==> src/rtl/stepdown_fault_pkg.sv <==
// Shared FSM state type, parameter defaults and helpers for the stepdown fault receiver.
package stepdown_fault_pkg;

  typedef enum logic [1:0] {
    ST_IDLE    = 2'd0,
    ST_QUAL    = 2'd1,
    ST_LATCHED = 2'd2,
    ST_RECOVER = 2'd3
  } fault_state_e;

  localparam int unsigned DEB_CYC_DEF = 8;
  localparam int unsigned REC_CYC_DEF = 16;
  localparam int unsigned FLT_CNT_W   = 8;

  localparam logic [FLT_CNT_W-1:0] FLT_CNT_MAX = '1;

  // Event counter increment that sticks at full scale.
  function automatic logic [FLT_CNT_W-1:0] flt_cnt_sat_inc(input logic [FLT_CNT_W-1:0] v);
    return (v == FLT_CNT_MAX) ? v : v + FLT_CNT_W'(1);
  endfunction

endpackage

==> src/rtl/celsync2.sv <==
// Two-flop synchronizer for one asynchronous level; both flops reset to 0.
module celsync2 (
  input  logic clk,
  input  logic rst_n,
  input  logic d_i,
  output logic q_o
);

  logic meta_q;
  logic sync_q;

  always_ff @(posedge clk or negedge rst_n) begin
    if (!rst_n) begin
      meta_q <= 1'b0;
      sync_q <= 1'b0;
    end else begin
      meta_q <= d_i;
      sync_q <= meta_q;
    end
  end

  assign q_o = sync_q;

endmodule

==> src/rtl/stepdown_fault_rx.sv <==
// Debounced fault latch with controller clear and timed recovery for the stepdown converter.
// Define STEPDOWN_FAULT_RX_AUTORETRY_EN to leave LATCHED as soon as the fault line is clean.
module stepdown_fault_rx
  import stepdown_fault_pkg::*;
#(
  parameter int unsigned DEB_CYC = DEB_CYC_DEF,
  parameter int unsigned REC_CYC = REC_CYC_DEF,
  parameter int unsigned CNT_W   = 5
) (
  input  logic       CELCLK,
  input  logic       CELRSTN,
  input  logic       CELV,
  input  logic       CELG,
  input  logic       SUB,
  input  logic       fault_n,
  input  logic       clr_req,
  output logic       shdn,
  output logic       flt_flag,
  output logic       clr_ack,
  output logic [7:0] flt_cnt,
  output logic [1:0] state
);

  localparam logic [CNT_W-1:0] DEB_LAST = CNT_W'(DEB_CYC - 1);
  localparam logic [CNT_W-1:0] REC_LAST = CNT_W'(REC_CYC - 1);

  fault_state_e         state_q, state_d;
  logic [CNT_W-1:0]     cnt_q, cnt_d;
  logic                 shdn_q, shdn_d;
  logic                 flag_q, flag_d;
  logic                 ack_q, ack_d;
  logic [FLT_CNT_W-1:0] flt_cnt_q, flt_cnt_d;
  logic                 fault_s;
  logic                 unused_supplies;

  assign unused_supplies = ^{CELV, CELG, SUB};

  // Synchronize the inverted line so the flops' reset value reads as "no fault".
  celsync2 u_sync (
    .clk   (CELCLK),
    .rst_n (CELRSTN),
    .d_i   (~fault_n),
    .q_o   (fault_s)
  );

  always_ff @(posedge CELCLK or negedge CELRSTN) begin
    if (!CELRSTN) begin
      state_q   <= ST_IDLE;
      cnt_q     <= '0;
      shdn_q    <= 1'b0;
      flag_q    <= 1'b0;
      ack_q     <= 1'b0;
      flt_cnt_q <= '0;
    end else begin
      state_q   <= state_d;
      cnt_q     <= cnt_d;
      shdn_q    <= shdn_d;
      flag_q    <= flag_d;
      ack_q     <= ack_d;
      flt_cnt_q <= flt_cnt_d;
    end
  end

  // Next-state logic; the one counter serves debounce in QUAL and clean-time in RECOVER.
  always_comb begin
    state_d   = state_q;
    cnt_d     = cnt_q;
    shdn_d    = shdn_q;
    flag_d    = flag_q;
    ack_d     = 1'b0;
    flt_cnt_d = flt_cnt_q;
    unique case (state_q)
      ST_IDLE: begin
        if (fault_s) begin
          state_d = ST_QUAL;
          cnt_d   = CNT_W'(1);
        end else begin
          cnt_d = '0;
        end
      end
      ST_QUAL: begin
        if (!fault_s) begin
          state_d = ST_IDLE;
          cnt_d   = '0;
        end else if (cnt_q == DEB_LAST) begin
          state_d   = ST_LATCHED;
          cnt_d     = '0;
          shdn_d    = 1'b1;
          flag_d    = 1'b1;
          flt_cnt_d = flt_cnt_sat_inc(flt_cnt_q);
        end else begin
          cnt_d = cnt_q + CNT_W'(1);
        end
      end
      ST_LATCHED: begin
        cnt_d = '0;
`ifdef STEPDOWN_FAULT_RX_AUTORETRY_EN
        if (!fault_s) begin
          state_d = ST_RECOVER;
          ack_d   = clr_req;
        end
`else
        if (!fault_s && clr_req) begin
          state_d = ST_RECOVER;
          ack_d   = 1'b1;
        end
`endif
      end
      ST_RECOVER: begin
        if (fault_s) begin
          state_d = ST_LATCHED;
          cnt_d   = '0;
        end else if (cnt_q == REC_LAST) begin
          state_d = ST_IDLE;
          cnt_d   = '0;
          shdn_d  = 1'b0;
          flag_d  = 1'b0;
        end else begin
          cnt_d = cnt_q + CNT_W'(1);
        end
      end
      default: begin
        state_d = ST_IDLE;
        cnt_d   = '0;
      end
    endcase
  end

  assign shdn     = shdn_q;
  assign flt_flag = flag_q;
  assign clr_ack  = ack_q;
  assign flt_cnt  = flt_cnt_q;
  assign state    = state_q;

endmodule
==> config.mk <==
export PLATFORM = sky130hd
export DESIGN_NAME = stepdown_fault_rx
export DESIGN_NICKNAME = d
export VERILOG_FILES = /design/src/rtl/stepdown_fault_pkg.sv /design/src/rtl/celsync2.sv /design/src/rtl/stepdown_fault_rx.sv
export SDC_FILE = /design/constraint.sdc
export NUM_CORES = 1
export LEC_CHECK = 0
export ABC_AREA = 1
export BUFFER_PORTS_ARGS = -buffer_cell sky130_fd_sc_hd__buf_2
export CORE_MARGIN = 4
export CORE_UTILIZATION = 45
export CTS_CLUSTER_SIZE = 20
export DETAILED_ROUTE_END_ITERATION = 16
export PLACE_DENSITY = 0.75
export SYNTH_ARGS = -nofsm -noshare
export SYNTH_HDL_FRONTEND = slang
export SYNTH_SLANG_ARGS = --single-unit
export TNS_END_PERCENT = 20
==> constraint.sdc <==
create_clock -name CELCLK -period 1.3 [get_ports CELCLK]
set_input_delay 0.39 -clock CELCLK [delete_from_list [all_inputs] [get_ports CELCLK]]
set_output_delay 0.39 -clock CELCLK [all_outputs]
set_load 0.02 [all_outputs]
**Yosys cells after proc, flatten, opt, wreduce, memory -nomap -nowiden**

Cells that the tools add are included.

- Register bits: 19

- Multiplexer cells: 20
- $add $sub $neg: 2
- Equality and inequality tests: 14
- Reductions and logical operators: 7
- Bitwise operators: 2

Operator list:

| operator | count |
|---|---|
| $mux 5 | 4 |
| $pmux 5 s4 | 1 |
| $mux 2 | 6 |
| $add 8x1->8 const B | 1 |
| $eq 8x8->1 const B | 1 |
| $ne 2x2->1 const B | 4 |
| $pmux 2 s4 | 1 |
| $reduce_and 4->1 | 2 |
| $mux 1 | 7 |
| $add 5x1->5 const B | 1 |
| $eq 5x3->1 const B | 1 |
| $eq 5x4->1 const B | 1 |
| $reduce_and 5->1 | 1 |
| $eq 2x2->1 const B | 2 |
| $ne 2x1->1 const B | 2 |
| $ne 3x2->1 const B | 1 |
| $ne 3x3->1 const B | 1 |
| $eq 2x1->1 const B | 1 |
| $logic_not 2->1 | 1 |
| $not 1->1 | 2 |
| $pmux 1 s2 | 1 |
| $reduce_bool 2->1 | 1 |
| $logic_and 1x1->1 | 1 |
| $logic_not 1->1 | 1 |

**Longest topological paths before layout**

- Word-level depth: 4
- Gate-level depth with buffers: 10
- Mapped depth without buffers: 10

**Cells and area by module**

A second synthesis with hierarchy kept.

- Cell total of the unflattened synthesis: 122
- Area, all modules: 991.0 sq um

By module, submodules not included:

| module | times used | seq. area each (sq um) | area an instance (sq um) | cells each |
|---|---|---|---|---|
| stepdown_fault_rx | 1 | 425.4 | 940.9 | 120 |
| celsync2 | 1 | 50.0 | 50.0 | 2 |

**Least setup slack after synthesis**

No wires, ideal clock.

- Path type: flip-flop to flip-flop
- Start: reg flt_cnt_q[0], in the netlist flt_cnt[0]
- End: reg flt_cnt_q[2], in the netlist flt_cnt[2]
- Data arrival time: 1351 ps
- Period minus slack after synthesis: 1425 ps
- Data required time: 1226 ps
- Setup slack: -125 ps
- Cell stages (with the launch flop): 7
- Cells stage by stage: dfrtp_1 > ha_1 > nand3_1 > o21ai_2 > buf_6 > nand2_1 > o21ai_2

- Word-level cells in the longest chain between the ends: 3
- Elaborated cells on any way between the ends: 4

RTL lines:

| what | line | text |
|---|---|---|
| start: declaration | stepdown_fault_rx.sv:32 | `logic [FLT_CNT_W-1:0] flt_cnt_q, flt_cnt_d;` |
| start signal: assignment | stepdown_fault_rx.sv:60 | `flt_cnt_q <= flt_cnt_d;` |
| branches (longest 3 deep; another with $add 8x1->8) | - |  |

Several ways; the timed one is not identified.
A chain may end at the register's enable or synchronous reset.

**Worst setup path after layout**

- Start: reg cnt_q[0]
- End: reg flt_cnt_q[5], in the netlist flt_cnt[5]

- Word-level cells in the longest chain between the ends: 2

RTL lines:

| what | line | text |
|---|---|---|
| start: declaration | stepdown_fault_rx.sv:28 | `logic [CNT_W-1:0] cnt_q, cnt_d;` |
| start signal: assignment | stepdown_fault_rx.sv:56 | `cnt_q <= cnt_d;` |
| $eq 5x3->1 | stepdown_fault_rx.sv:85 | `end else if (cnt_q == DEB_LAST) begin` |
| $reduce_and 4->1 (no line) | - |  |

No other way between the ends.

==> run_results.csv <==
group,metric,value,unit
status,status,"complete, but fails checks",
status,violations,"negative setup slack",
synthesis,synth_seq_cells,19,
timing,setup_viol,18,
cells_and_area,areaGrowthSynthToFinish,39.7,%
timing,timing.fmax,707,MHz
cts,cts_tree,"built",
synthesis,synthFlopType,"dfrtp_1",
route,met1_length,1020,um
worst_setup_path,r2r_cells,9,
synthesis,synth_area_per_cell,8.03,um2
route,num_vias,946,
floorplanning,fp.dieArea,3130,um2
power_and_ir_drop,p_int,1.13,mW
floorplanning,io_pins,20,
power_and_ir_drop,comb_power_share,42.2,%
timing,min_period,1410,ps
synthesis,yosys_warnings,0,
floorplanning,core_area,2210,um2
power_and_ir_drop,p_switching,0.638,mW
worst_setup_path,crit_arrival,1620,ps
route,wl,2350,um
worst_setup_path,worstReg2RegEnd,"flt_cnt[5]",
synthesis,synthTopCellsByArea,"dfrtp_1 (46%), nand2_1 (15%), inv_1 (5.8%)",
floorplanning,rows,17,
power_and_ir_drop,p_sw_share,36.2,%
synthesis,syn_inst,129,
floorplanning,die_w,56.0,um
global_route,first_global_vias,961,
floorplanning,start_util,46.8,%
floorplanning,die_h,56.0,um
synthesis,synth.cell_area,1040,um2
cells_and_area,final_cell_area,1450,um2
placement,post_dp_cell_area,1230,um2
synthesis,synth_edf_count,0,
cells_and_area,layout-drive-gt1-share,38.8,%
cts,clk_path_buf_depth,2,
placement,hpwl,1550,um
worst_setup_path,crit_fanout,4,
route,highest_layer,"met4",
power_and_ir_drop,power.leakage,0.721,nW
worst_setup_path,r2r_start,"cnt_q[0]",
timing,drv_slew,0,
route,routedWlPerCell,12.2,um
global_route,gr-usage-all-layers,16.9,%
route,via_per_inst,4.90,
route,drtIter0Drc,27,
cts,cts.sinks,19,
synthesis,syn_nets,140,
timing,worst_slew_pin_slew,412,ps
power_and_ir_drop,clkPwrFrac,16.8,%
power_and_ir_drop,p_per_area,1220,nW/um2
route,antenna_left,0,
cts,h-tree-depth,1,
synthesis,yosysTopAreaCellShare,45.9,%
worst_setup_path,path_class,"reg -> reg",
power_and_ir_drop,p_seq_share,41.0,%
hold_path,min_path_type,"in -> async",
cts,clk_pin_slew,110,ps
cells_and_area,fin_nets,177,
power_and_ir_drop,ir_drop,0.839,mV
synthesis,synth_top_area_cell,"dfrtp_1",
synthesis,synth_common_cells,"nand2_1 (41), dfrtp_1 (19), inv_1 (16), nor2_1 (13)",
global_route,grt_max_degree,20,
synthesis,netlist-cell-type-count,25,
placement,portBuffers,16,
flow_run,cap_violations,0,
synthesis,synth.most_common_cell,"nand2_1",
timing,setup_ws,-114,ps
worst_setup_path,rrSetupSlack,-110,ps
timing,hold_viol,0,
global_route,overflow,0,
timing,fin_crit_sh,109,%
worst_setup_path,worst_ep_required_time,1500,ps
synthesis,async_reset_ff_share,100,%
route,drt_pass1_iterations,4,
cts,cts-root-buf,"clkbuf_4",
timing,setup_tns,-1290,ps
worst_setup_path,cp-startpoint,"cnt_q[0]",
synthesis,ys_seq_area_share,45.9,%
timing,grt_setup_unrepaired,"true",
worst_setup_path,critPathCapture,"flt_cnt[5]",
global_route,antenna_found_initial,0,
cts,hold_buffers,0,
route,drc,0,
timing,relSlewSlack,72.5,%
worst_setup_path,crit_path_end_kind,"flop",
cts,numCtsBuffers,3,
global_route,grt_pass1_wl,4230,um
cells_and_area,diodes,0,
worst_setup_path,startpoint_type,"flop",
cts,worstSkewPairLatency,300,ps
timing,skew,5.80,ps
placement,place.gp.congestion,0.817,
route,wl_met3,108,um
route,dr_wl_met2,1170,um
==> flip-flops by register name, indices dropped and copies added, names as in the netlist, named ones only <==
register	count
u_sync.meta_q	1
flt_cnt	8
state	1
u_sync.q_o	1
flt_flag	1
clr_ack	1
cnt_q	5
==> how the worst min path moves through the flow <==
stage / start / end / slack (ps) / cells after the start
floorplan: CELRSTN / async pin / 90 / 0
global placement: u_sync.meta_q / u_sync.q_o / 340 / 0
detailed placement: u_sync.meta_q / u_sync.q_o / 350 / 0
CTS: CELRSTN / async pin / 20 / 1
global route: CELRSTN / async pin / 20 / 1
finish: CELRSTN / async pin / 0.6 / 1
==> cell usage in the layout (no fill, tap or decap), types with 3 or more instances in the layout <==
cell      synthesis  routed
inv_2             1       4
dfrtp_2           0       4
inv_1            16      13
xnor2_1           3       3
buf_2             1       6
o21ai_0           5       4
nand4_1           3       3
buf_6             1      13
nor2_1           13      11
nand2_2           1       5
dfrtp_1          19      15
buf_4             1      15
nand3_1           5       5
clkbuf_4          0       3
nand2_1          41      37
==> worst max-delay path, cell delays in order, from the launching register on <==
cell and delay, ps:
dfrtp_1 380, ha_2 200, nand2_2 70, inv_1 100, nand2_2 90, nor2_4 120
o21ai_4 90, buf_4 160, nand2_1 70, o21ai_2 50
==> power by group through the flow <==
stage	registers, mW	logic, mW	clock network (mW)
after floorplan	0.781	0.270	0
after global placement	0.730	0.499	0
after detailed placement	0.740	0.512	0
after CTS	0.723	0.667	0.312
after global routing	0.736	0.827	0.338
final	0.723	0.744	0.297
==> stage by stage <==
stage / hold WS (ps) / util, % / instances / total power [mW] / setup WS (ps)
floorplan: 94.4 / - / 129 / 1.05 / -0.790
global placement: 338 / 55.8 / 180 / 1.23 / -126
detailed placement: 349 / 55.8 / 180 / 1.25 / -167
CTS: 21.7 / 62.9 / 189 / 1.70 / -99.0
global route: 20.9 / 65.4 / 193 / 1.90 / -207
finish: 0.575 / 65.4 / 193 / 1.76 / -114
==> cell families (layout without fill, tap and decap cells) <==
family / Yosys count / in the layout / share of synthesized area, %
buf+inv: 20 / 56 / 8.45
compound gates: 13 / 13 / 8.09
fa+ha+maj: 4 / 4 / 4.83
flops: 19 / 19 / 45.9
xor+xnor: 5 / 5 / 4.95
simple gates: 68 / 68 / 27.8
==> routing by layer <==
layer / global-route usage [%] / up-vias
met2: 28.5 / 25
li1: - / 477
met3: 5.34 / 6
met1: 21.0 / 438
met4: 4.07 / 0
met5: 0 / -
==> cell type report <==
class | instances | area (um2)
fillers | 174 | 764
well taps | 28 | 35.0
inverters | 17 | 63.8
clock buffers | 3 | 22.5
repair buffers | 35 | 309
clock inverters | 1 | 5.00
flip-flops and latches | 19 | 480
multi-input cells | 90 | 532
==> repair_timing <==
item                       4_1_cts  5_1_grt
gates resized for setup         32        8
setup endpoints to repair       23       27
buffers inserted                 5        4
pin swaps                        8        6
(Power assumes the default switching activity.)
